$ cat config.mk
export PLATFORM = sky130hd
export DESIGN_NAME = pzcorebus_request_arbiter
export DESIGN_NICKNAME = d
export VERILOG_FILES = /design/src/rtl/pzcorebus_request_arbiter_pkg.sv /design/src/rtl/pzcorebus_request_arbiter_rr_core.sv /design/src/rtl/pzcorebus_request_arbiter.sv
export SDC_FILE = /design/constraint.sdc
export NUM_CORES = 1
export LEC_CHECK = 0
export CAP_MARGIN = 25
export CELL_PAD_IN_SITES_DETAIL_PLACEMENT = 1
export CELL_PAD_IN_SITES_GLOBAL_PLACEMENT = 2
export CORE_MARGIN = 2
export CORE_UTILIZATION = 16
export CTS_CLUSTER_SIZE = 28
export DETAILED_ROUTE_END_ITERATION = 10
export HOLD_SLACK_MARGIN = 0.12
export PLACE_DENSITY = 0.9
export SYNTH_ARGS = -nofsm -noshare
export SYNTH_HDL_FRONTEND = slang
export SYNTH_HIERARCHICAL = 1
export SYNTH_SLANG_ARGS = --single-unit
$ cat constraint.sdc
create_clock -name i_clk -period 7.27 [get_ports i_clk]
set_input_delay 1.454 -clock i_clk [delete_from_list [all_inputs] [get_ports i_clk]]
set_output_delay 1.454 -clock i_clk [all_outputs]
set_load 0.005 [all_outputs]
$ cat src/rtl/pzcorebus_request_arbiter_pkg.sv
// rtl/pzcorebus_request_arbiter_pkg.sv - shared sizing helpers for the pzcorebus request arbiter
//
// Contents:
//   get_arbiter_id_width(slaves) : source-ID width for a given requester count (min 1 bit)
//   PZCOREBUS_ARBITER_ID_MAX_WIDTH / pzcorebus_arbiter_id_t : widest source ID (16 requesters)
package pzcorebus_request_arbiter_pkg;

    localparam int PZCOREBUS_ARBITER_ID_MAX_WIDTH = 4;

    typedef logic [PZCOREBUS_ARBITER_ID_MAX_WIDTH-1:0] pzcorebus_arbiter_id_t;

    // A single requester still needs a 1-bit ID so that ports never collapse to zero width.
    function automatic int get_arbiter_id_width(int slaves);
        return (slaves <= 1) ? 1 : $clog2(slaves);
    endfunction

endpackage

$ cat src/rtl/pzcorebus_request_arbiter_rr_core.sv
// rtl/pzcorebus_request_arbiter_rr_core.sv - round-robin grant selection with pointer register
//
// Optional macro: PZCOREBUS_REQUEST_ARBITER_URGENT_EN (adds i_urgent priority class)
//
// Ports:
//   i_clk, i_rst  : clock, synchronous active-high reset (pointer back to 0)
//   i_request     : per-requester eligible request vector
//   i_urgent      : per-requester urgent flag (macro builds only)
//   i_advance     : a grant was taken this cycle; move pointer past it
//   o_grant       : one-hot grant (all zero when nothing requests)
//   o_grant_id    : binary index of o_grant
module pzcorebus_request_arbiter_rr_core
    import pzcorebus_request_arbiter_pkg::*;
#(
    parameter int SLAVES   = 2,
    parameter int ID_WIDTH = get_arbiter_id_width(SLAVES)
) (
    input  logic                i_clk,
    input  logic                i_rst,
    input  logic [SLAVES-1:0]   i_request,
`ifdef PZCOREBUS_REQUEST_ARBITER_URGENT_EN
    input  logic [SLAVES-1:0]   i_urgent,
`endif
    input  logic                i_advance,
    output logic [SLAVES-1:0]   o_grant,
    output logic [ID_WIDTH-1:0] o_grant_id
);

    logic [ID_WIDTH-1:0] ptr_q;
    logic [ID_WIDTH-1:0] ptr_d;
    logic [SLAVES-1:0]   class_req;
    logic                found;

    // Urgent requesters form their own class; the same pointer is applied inside
    // whichever class wins, so neither class can starve its own members.
`ifdef PZCOREBUS_REQUEST_ARBITER_URGENT_EN
    assign class_req = (|(i_request & i_urgent)) ? (i_request & i_urgent) : i_request;
`else
    assign class_req = i_request;
`endif

    // Two fixed-priority scans instead of a rotate: first the requesters at or
    // above the pointer, then the wrap-around part below it.
    always_comb begin
        found      = 1'b0;
        o_grant    = '0;
        o_grant_id = '0;
        for (int i = 0; i < SLAVES; i++) begin
            if (!found && class_req[i] && (ID_WIDTH'(i) >= ptr_q)) begin
                found      = 1'b1;
                o_grant[i] = 1'b1;
                o_grant_id = ID_WIDTH'(i);
            end
        end
        for (int i = 0; i < SLAVES; i++) begin
            if (!found && class_req[i]) begin
                found      = 1'b1;
                o_grant[i] = 1'b1;
                o_grant_id = ID_WIDTH'(i);
            end
        end
    end

    always_comb begin
        ptr_d = ptr_q;
        if (i_advance && found) begin
            ptr_d = (o_grant_id == ID_WIDTH'(SLAVES - 1)) ? '0 : o_grant_id + 1'b1;
        end
    end

    always_ff @(posedge i_clk) begin
        if (i_rst) begin
            ptr_q <= '0;
        end else begin
            ptr_q <= ptr_d;
        end
    end

endmodule

$ cat src/rtl/pzcorebus_request_arbiter.sv
// rtl/pzcorebus_request_arbiter.sv - N:1 pzcorebus request arbiter with grant-ordered write data
//
// Optional macro: PZCOREBUS_REQUEST_ARBITER_URGENT_EN (adds i_urgent input)
//
// Ports:
//   i_clk, i_rst                       : clock, synchronous active-high reset
//   i_mcmd_valid/o_scmd_accept/i_mcmd  : per-requester command channel (packed)
//   i_mcmd_is_write                    : requester command carries a write-data burst
//   i_urgent                           : per-requester urgent flag (macro builds only)
//   i_mdata_valid/o_sdata_accept/i_mdata/i_mdata_last : per-requester write data
//   o_mcmd_valid/i_scmd_accept/o_mcmd  : registered master command
//   o_grant_id                         : requester that issued o_mcmd
//   o_mdata_valid/i_sdata_accept/o_mdata/o_mdata_last : master write data (combinational)
module pzcorebus_request_arbiter
    import pzcorebus_request_arbiter_pkg::*;
#(
    parameter int SLAVES           = 2,
    parameter int COMMAND_WIDTH    = 64,
    parameter int WRITE_DATA_WIDTH = 64,
    parameter int ID_FIFO_DEPTH    = 4,
    parameter int ID_WIDTH         = get_arbiter_id_width(SLAVES)
) (
    input  logic                               i_clk,
    input  logic                               i_rst,
    input  logic [SLAVES-1:0]                  i_mcmd_valid,
    output logic [SLAVES-1:0]                  o_scmd_accept,
    input  logic [SLAVES*COMMAND_WIDTH-1:0]    i_mcmd,
    input  logic [SLAVES-1:0]                  i_mcmd_is_write,
`ifdef PZCOREBUS_REQUEST_ARBITER_URGENT_EN
    input  logic [SLAVES-1:0]                  i_urgent,
`endif
    input  logic [SLAVES-1:0]                  i_mdata_valid,
    output logic [SLAVES-1:0]                  o_sdata_accept,
    input  logic [SLAVES*WRITE_DATA_WIDTH-1:0] i_mdata,
    input  logic [SLAVES-1:0]                  i_mdata_last,
    output logic                               o_mcmd_valid,
    input  logic                               i_scmd_accept,
    output logic [COMMAND_WIDTH-1:0]           o_mcmd,
    output logic                               o_mdata_valid,
    input  logic                               i_sdata_accept,
    output logic [WRITE_DATA_WIDTH-1:0]        o_mdata,
    output logic                               o_mdata_last,
    output logic [ID_WIDTH-1:0]                o_grant_id
);

    localparam int PTR_W = $clog2(ID_FIFO_DEPTH);

    // ---------------- ID FIFO (grant order of write commands) ----------------
    logic [ID_WIDTH-1:0] fifo_mem_q [ID_FIFO_DEPTH];
    logic [PTR_W:0]      wr_ptr_q;
    logic [PTR_W:0]      wr_ptr_d;
    logic [PTR_W:0]      rd_ptr_q;
    logic [PTR_W:0]      rd_ptr_d;
    logic                fifo_empty;
    logic                fifo_full;
    logic                fifo_push;
    logic                fifo_pop;
    logic [ID_WIDTH-1:0] head_id;

    // Extra wrap bit distinguishes full from empty when the index bits match.
    assign fifo_empty = (wr_ptr_q == rd_ptr_q);
    assign fifo_full  = (wr_ptr_q[PTR_W] != rd_ptr_q[PTR_W]) &&
                        (wr_ptr_q[PTR_W-1:0] == rd_ptr_q[PTR_W-1:0]);
    assign head_id    = fifo_mem_q[rd_ptr_q[PTR_W-1:0]];

    // ---------------- write data steering ----------------
    logic                        sel_valid;
    logic                        sel_last;
    logic [WRITE_DATA_WIDTH-1:0] sel_data;

    always_comb begin
        sel_valid = 1'b0;
        sel_last  = 1'b0;
        sel_data  = '0;
        for (int i = 0; i < SLAVES; i++) begin
            if (head_id == ID_WIDTH'(i)) begin
                sel_valid = i_mdata_valid[i];
                sel_last  = i_mdata_last[i];
                sel_data  = i_mdata[i*WRITE_DATA_WIDTH +: WRITE_DATA_WIDTH];
            end
        end
    end

    assign o_mdata_valid = !fifo_empty && sel_valid;
    assign o_mdata_last  = !fifo_empty && sel_last;
    assign o_mdata       = sel_data;

    always_comb begin
        o_sdata_accept = '0;
        for (int i = 0; i < SLAVES; i++) begin
            if (!fifo_empty && (head_id == ID_WIDTH'(i))) begin
                o_sdata_accept[i] = i_sdata_accept;
            end
        end
    end

    assign fifo_pop = o_mdata_valid && i_sdata_accept && o_mdata_last;

    // ---------------- command arbitration ----------------
    logic                     stage_open;
    logic                     write_ok;
    logic [SLAVES-1:0]        eligible;
    logic [SLAVES-1:0]        arb_request;
    logic [SLAVES-1:0]        grant;
    logic [ID_WIDTH-1:0]      grant_id;
    logic                     any_grant;
    logic [COMMAND_WIDTH-1:0] grant_cmd;

    assign stage_open = !o_mcmd_valid || i_scmd_accept;
    // A pop in the same cycle frees the slot a full FIFO would otherwise deny.
    assign write_ok    = !fifo_full || fifo_pop;
    assign eligible    = i_mcmd_valid & ~(i_mcmd_is_write & {SLAVES{!write_ok}});
    assign arb_request = stage_open ? eligible : '0;

    pzcorebus_request_arbiter_rr_core #(
        .SLAVES   (SLAVES),
        .ID_WIDTH (ID_WIDTH)
    ) u_rr_core (
        .i_clk      (i_clk),
        .i_rst      (i_rst),
        .i_request  (arb_request),
`ifdef PZCOREBUS_REQUEST_ARBITER_URGENT_EN
        .i_urgent   (i_urgent),
`endif
        .i_advance  (any_grant),
        .o_grant    (grant),
        .o_grant_id (grant_id)
    );

    assign any_grant     = |grant;
    assign o_scmd_accept = grant;
    assign fifo_push     = |(grant & i_mcmd_is_write);

    always_comb begin
        grant_cmd = '0;
        for (int i = 0; i < SLAVES; i++) begin
            if (grant[i]) begin
                grant_cmd = i_mcmd[i*COMMAND_WIDTH +: COMMAND_WIDTH];
            end
        end
    end

    // ---------------- command output register ----------------
    logic                     mcmd_valid_q;
    logic                     mcmd_valid_d;
    logic [COMMAND_WIDTH-1:0] mcmd_q;
    logic [COMMAND_WIDTH-1:0] mcmd_d;
    logic [ID_WIDTH-1:0]      grant_id_q;
    logic [ID_WIDTH-1:0]      grant_id_d;

    always_comb begin
        mcmd_valid_d = mcmd_valid_q;
        mcmd_d       = mcmd_q;
        grant_id_d   = grant_id_q;
        if (stage_open) begin
            mcmd_valid_d = any_grant;
            if (any_grant) begin
                mcmd_d     = grant_cmd;
                grant_id_d = grant_id;
            end
        end
    end

    always_ff @(posedge i_clk) begin
        if (i_rst) begin
            mcmd_valid_q <= 1'b0;
            mcmd_q       <= '0;
            grant_id_q   <= '0;
        end else begin
            mcmd_valid_q <= mcmd_valid_d;
            mcmd_q       <= mcmd_d;
            grant_id_q   <= grant_id_d;
        end
    end

    assign o_mcmd_valid = mcmd_valid_q;
    assign o_mcmd       = mcmd_q;
    assign o_grant_id   = grant_id_q;

    // ---------------- FIFO pointer/storage update ----------------
    assign wr_ptr_d = fifo_push ? wr_ptr_q + 1'b1 : wr_ptr_q;
    assign rd_ptr_d = fifo_pop  ? rd_ptr_q + 1'b1 : rd_ptr_q;

    always_ff @(posedge i_clk) begin
        if (i_rst) begin
            wr_ptr_q <= '0;
            rd_ptr_q <= '0;
        end else begin
            wr_ptr_q <= wr_ptr_d;
            rd_ptr_q <= rd_ptr_d;
        end
    end

    always_ff @(posedge i_clk) begin
        if (fifo_push) begin
            fifo_mem_q[wr_ptr_q[PTR_W-1:0]] <= grant_id;
        end
    end

endmodule

==> metrics.txt <==
# TYPE chip_impl_metric gauge
chip_impl_metric{name="timing.final.crit_share",unit="%"} 72.6
chip_impl_metric{name="synthAdderAreaFrac",unit="%"} 1.48
chip_impl_metric{name="initial_core_utilization",unit="%"} 16.3
chip_impl_metric{name="finalInstanceArea",unit="um2"} 8880
chip_impl_metric{name="fin_setup_tns",unit="ps"} 0
chip_impl_metric{name="routed_via_density",unit=""} 4.39
chip_impl_metric{name="io_pins",unit=""} 404
chip_impl_metric{name="cts_repair_resize_count",unit=""} 0
chip_impl_metric{name="number_of_placement_rows",unit=""} 59
chip_impl_metric{name="buffer_ports.inserted",unit=""} 403
chip_impl_metric{name="crit_path_max_fanout",unit=""} 5
chip_impl_metric{name="flow.area_growth_from_synthesis",unit="%"} 110
chip_impl_metric{name="synth-seq-cells",unit=""} 79
chip_impl_info{name="synth_top_family_by_area",value="multiplexers"} 1
chip_impl_metric{name="post-synth-top-area-fraction",unit="%"} 35.4
chip_impl_metric{name="drt-pass1-iter-count",unit=""} 4
chip_impl_metric{name="postRouteWirelength",unit="um"} 23100
chip_impl_metric{name="worst_setup_hold_path_clk_slew",unit="ps"} 60
chip_impl_metric{name="routed_wire_length_per_instance",unit="um"} 19.7
chip_impl_metric{name="vias_in_the_first_global_route",unit=""} 5524
chip_impl_metric{name="worstPathBufferInverterCount",unit=""} 3
chip_impl_metric{name="worst_slew_pin_slew",unit="ps"} 852
chip_impl_metric{name="synth_async_sr_flop_share",unit="%"} 0
chip_impl_metric{name="clock_latency",unit="ps"} 340
chip_impl_metric{name="mappedNetlistNets",unit=""} 728
chip_impl_metric{name="worst_clock_skew",unit="ps"} 6.45
chip_impl_metric{name="ff_latch_area",unit="um2"} 1620
chip_impl_metric{name="syn-mean-instance-area",unit="um2"} 9.31
chip_impl_metric{name="fin_hold_ws",unit="ps"} 465
chip_impl_metric{name="setup_viol",unit=""} 0
chip_impl_metric{name="synth-edff-count",unit=""} 4
chip_impl_metric{name="grt.total_usage",unit="%"} 16.1
chip_impl_metric{name="dieHeight",unit="um"} 167
chip_impl_metric{name="post_dp_cell_area",unit="um2"} 8560
chip_impl_metric{name="cellLeakagePower",unit="nW"} 3.21
chip_impl_metric{name="ys_types",unit=""} 39
chip_impl_metric{name="period_needed",unit="ps"} 5280
chip_impl_metric{name="detailedRoute.firstIterationViolations",unit=""} 169
chip_impl_info{name="cts-root-buf",value="sky130_fd_sc_hd__clkbuf_16"} 1
chip_impl_metric{name="final_report_hold_violation_count",unit=""} 0
chip_impl_info{name="setup.worst_path.start_class",value="primary input"} 1
chip_impl_metric{name="nets",unit=""} 1106
chip_impl_metric{name="cts_setup_buffers",unit=""} 0
chip_impl_info{name="setup.worst_path.class",value="primary input to output port"} 1
chip_impl_metric{name="globalRouteOverflowTotal",unit=""} 0
chip_impl_metric{name="vdd_ir_drop_max",unit="mV"} 0.100
chip_impl_info{name="path_common_cell",value="sky130_fd_sc_hd__clkdlybuf4s50_1"} 1
chip_impl_metric{name="hold_depth",unit=""} 2
chip_impl_metric{name="number_of_filler_cells_placed_in_the_layout",unit=""} 3006
chip_impl_metric{name="report.final.slew_viol_count",unit=""} 0
chip_impl_metric{name="ctsLongestPathBuffers",unit=""} 2
chip_impl_metric{name="area_of_the_die",unit="um2"} 27800
chip_impl_metric{name="synth_cells",unit=""} 455
chip_impl_metric{name="cts_hold_buf",unit=""} 0
chip_impl_metric{name="clock_sink_count",unit=""} 79
chip_impl_info{name="timing.critical_path.cells",value="clkdlybuf4s50_1, and3b_1, a22oi_2, a21oi_4, o311a_1, a21boi_0, buf_4, clkdlybuf4s50_1"} 1
chip_impl_metric{name="die_w",unit="um"} 167
chip_impl_metric{name="yosys.area_share.simple",unit="%"} 17.4
chip_impl_info{name="netlist_top_cells_area",value="sky130_fd_sc_hd__dfxtp_1 (35%), sky130_fd_sc_hd__a221oi_1 (13%), sky130_fd_sc_hd__mux2_2 (12%)"} 1
chip_impl_metric{name="grt_max_degree",unit=""} 77
chip_impl_info{name="critical-path-top-delay-family",value="buffers and inverters"} 1
chip_impl_metric{name="share_of_the_synthesized_area_in_compound_gates_ao_oa_aoi_oai",unit="%"} 16.5
chip_impl_metric{name="gp_congestion",unit=""} 0.769
chip_impl_metric{name="multi_input_gate_area_in_the_final_layout",unit="um2"} 2420
chip_impl_metric{name="powerDensity",unit="nW/um2"} 184
chip_impl_info{name="tritoncts",value="done"} 1
chip_impl_info{name="unrepaired_setup_endpoints_after_global_routing",value="false"} 1
chip_impl_metric{name="first_pass_grt_wire_length",unit="um"} 33900
chip_impl_metric{name="fraction_of_final_layout_cells_sized_beyond_drive_strength_1",unit="%"} 9.55
chip_impl_metric{name="syn_area",unit="um2"} 4240
chip_impl_metric{name="finish.cell_count_without_fillers",unit=""} 1174
chip_impl_info{name="outcome",value="finished clean"} 1
chip_impl_metric{name="synth_seq_area_share",unit="%"} 38.3
chip_impl_metric{name="synth_mux_area_share",unit="%"} 20.0
chip_impl_info{name="main_flop_type_after_synthesis",value="sky130_fd_sc_hd__dfxtp_1"} 1
chip_impl_metric{name="critical_path_depth",unit=""} 8
chip_impl_metric{name="clock_buffer_count_from_cts",unit=""} 9
chip_impl_metric{name="detailroute.via_count",unit=""} 5158
chip_impl_metric{name="relSlewSlack",unit="%"} 43.2
chip_impl_metric{name="data_required_critical_path",unit="ps"} 5820
chip_impl_metric{name="rr_worst_depth",unit=""} 12
chip_impl_metric{name="xor_xnor_portion_of_the_synthesized_cell_area",unit="%"} 1.24
chip_impl_info{name="hold_path.class",value="register to register"} 1
chip_impl_metric{name="yosys_warnings",unit=""} 6
chip_impl_info{name="crit_slowest_cell",value="sky130_fd_sc_hd__clkdlybuf4s50_1"} 1
chip_impl_metric{name="core_region_area",unit="um2"} 26100
chip_impl_metric{name="grt_antenna_before_repair",unit=""} 1
chip_impl_metric{name="max_cap_violations",unit=""} 0
chip_impl_info{name="yosys.area.top_type",value="sky130_fd_sc_hd__dfxtp_1"} 1
chip_impl_metric{name="cp.arrival",unit="ps"} 3830
chip_impl_info{name="yosys-top-cells-count",value="sky130_fd_sc_hd__dfxtp_1 (75), sky130_fd_sc_hd__nor2_1 (75), sky130_fd_sc_hd__nor3_1 (64)"} 1
chip_impl_metric{name="residual_antenna_violating_net_count_after_detailed_routing",unit=""} 0
chip_impl_metric{name="place.detailed.instances",unit=""} 1157
chip_impl_metric{name="achievable-frequency",unit="MHz"} 189
chip_impl_metric{name="remaining_drc_errors",unit=""} 0
chip_impl_info{name="crit_path_capture_type",value="output port"} 1
chip_impl_metric{name="htreeDepth",unit=""} 3
chip_impl_metric{name="dpl.hpwl",unit="um"} 18700
chip_impl_metric{name="critical-path-max-stage-delay",unit="ps"} 530
per-stage QoR:
step	power, mW	util, %	setup WS (ps)
detailed placement	1.17	32.9	1700
floorplan	0.760	-	3010
global placement	1.16	32.9	1880
finish	1.64	34.1	1990
CTS	1.67	34.1	1970
global route	1.73	34.1	1790
state kept, by name, summed over array words and instances (netlist names), named ones only:
signal / flops
o_mcmd: 64
fifo_mem_q: 4
rd_ptr_q: 3
wr_ptr_q: 3
o_grant_id: 1
o_mcmd_valid: 1
u_rr_core/ptr_q: 1
area by class of cell:
| type | instances | share of cell area (%) |
|---|---|---|
| repair buffers | 410 | 46.0 |
| multi-input cells | 327 | 27.2 |
| flip-flops and latches | 79 | 18.3 |
| well taps | 335 | 4.72 |
| clock buffers | 10 | 2.58 |
| clock inverters | 6 | 0.958 |
| inverters | 6 | 0.254 |
| diodes | 1 | 0.0282 |
placed cells by master (no fill, tap or decap), types with 5 or more instances in the layout:
master,Yosys,final
sky130_fd_sc_hd__nand2_1,7,6
sky130_fd_sc_hd__xnor2_1,5,5
sky130_fd_sc_hd__inv_1,6,6
sky130_fd_sc_hd__buf_4,1,7
sky130_fd_sc_hd__a221oi_1,63,63
sky130_fd_sc_hd__nor3_1,64,64
sky130_fd_sc_hd__mux2_1,22,22
sky130_fd_sc_hd__clkbuf_16,0,9
sky130_fd_sc_hd__nor2b_1,8,7
sky130_fd_sc_hd__mux2_2,45,45
sky130_fd_sc_hd__dfxtp_1,75,75
sky130_fd_sc_hd__clkdlybuf4s50_1,0,402
sky130_fd_sc_hd__nor2_1,75,75
sky130_fd_sc_hd__ha_1,5,5
path summary, 6_finish.rpt:
check,to,startpoint,slack (ps)
max reg2reg,o_mcmd[34]$_SDFFE_PP0P_,register,3240
min,o_grant_id$_SDFFE_PP0P_,o_grant_id$_SDFFE_PP0P_,470
min reg2reg,o_grant_id$_SDFFE_PP0P_,o_grant_id$_SDFFE_PP0P_,470
max,o_scmd_accept[0],i_mdata_last[1],1990
layer usage:
metal | global-route usage, % | vias up | share of wire, %
li1 | - | 2450 | -
met1 | 17.0 | 2423 | 38
met2 | 29.5 | 254 | 51
met3 | 5.01 | 31 | 7.6
met4 | 6.78 | 0 | 3.5
met5 | 0 | - | 0
cells by family (layout without fill, tap and decap cells):
family / after synthesis / in the layout
other cells: 0 / 1
flops: 79 / 79
mux: 74 / 74
compound gates: 79 / 79
fa+ha+maj: 5 / 5
xor+xnor: 6 / 6
buf+inv: 49 / 432
simple gates: 163 / 163
where the power goes:
group	switching [mW]	internal [mW]	leakage, nW
logic	0.257	0.382	2.41
clock network	0.184	0.300	0.148
registers	0.0279	0.487	0.656
total	0.468	1.17	3.21
worst reg2reg max path, cell delays in order (launching register included):
cell and delay [ps]:
sky130_fd_sc_hd__dfxtp_1 370, sky130_fd_sc_hd__mux2_4 350, sky130_fd_sc_hd__o22a_1 270, sky130_fd_sc_hd__a21oi_4 250
sky130_fd_sc_hd__o311a_1 280, sky130_fd_sc_hd__a21boi_4 200, sky130_fd_sc_hd__buf_4 570, sky130_fd_sc_hd__nor2_1 120
sky130_fd_sc_hd__inv_1 150, sky130_fd_sc_hd__and2_2 610, sky130_fd_sc_hd__buf_4 480, sky130_fd_sc_hd__nor2_1 110
sky130_fd_sc_hd__nor3_1 190
Power figures use the tool's default switching activity.
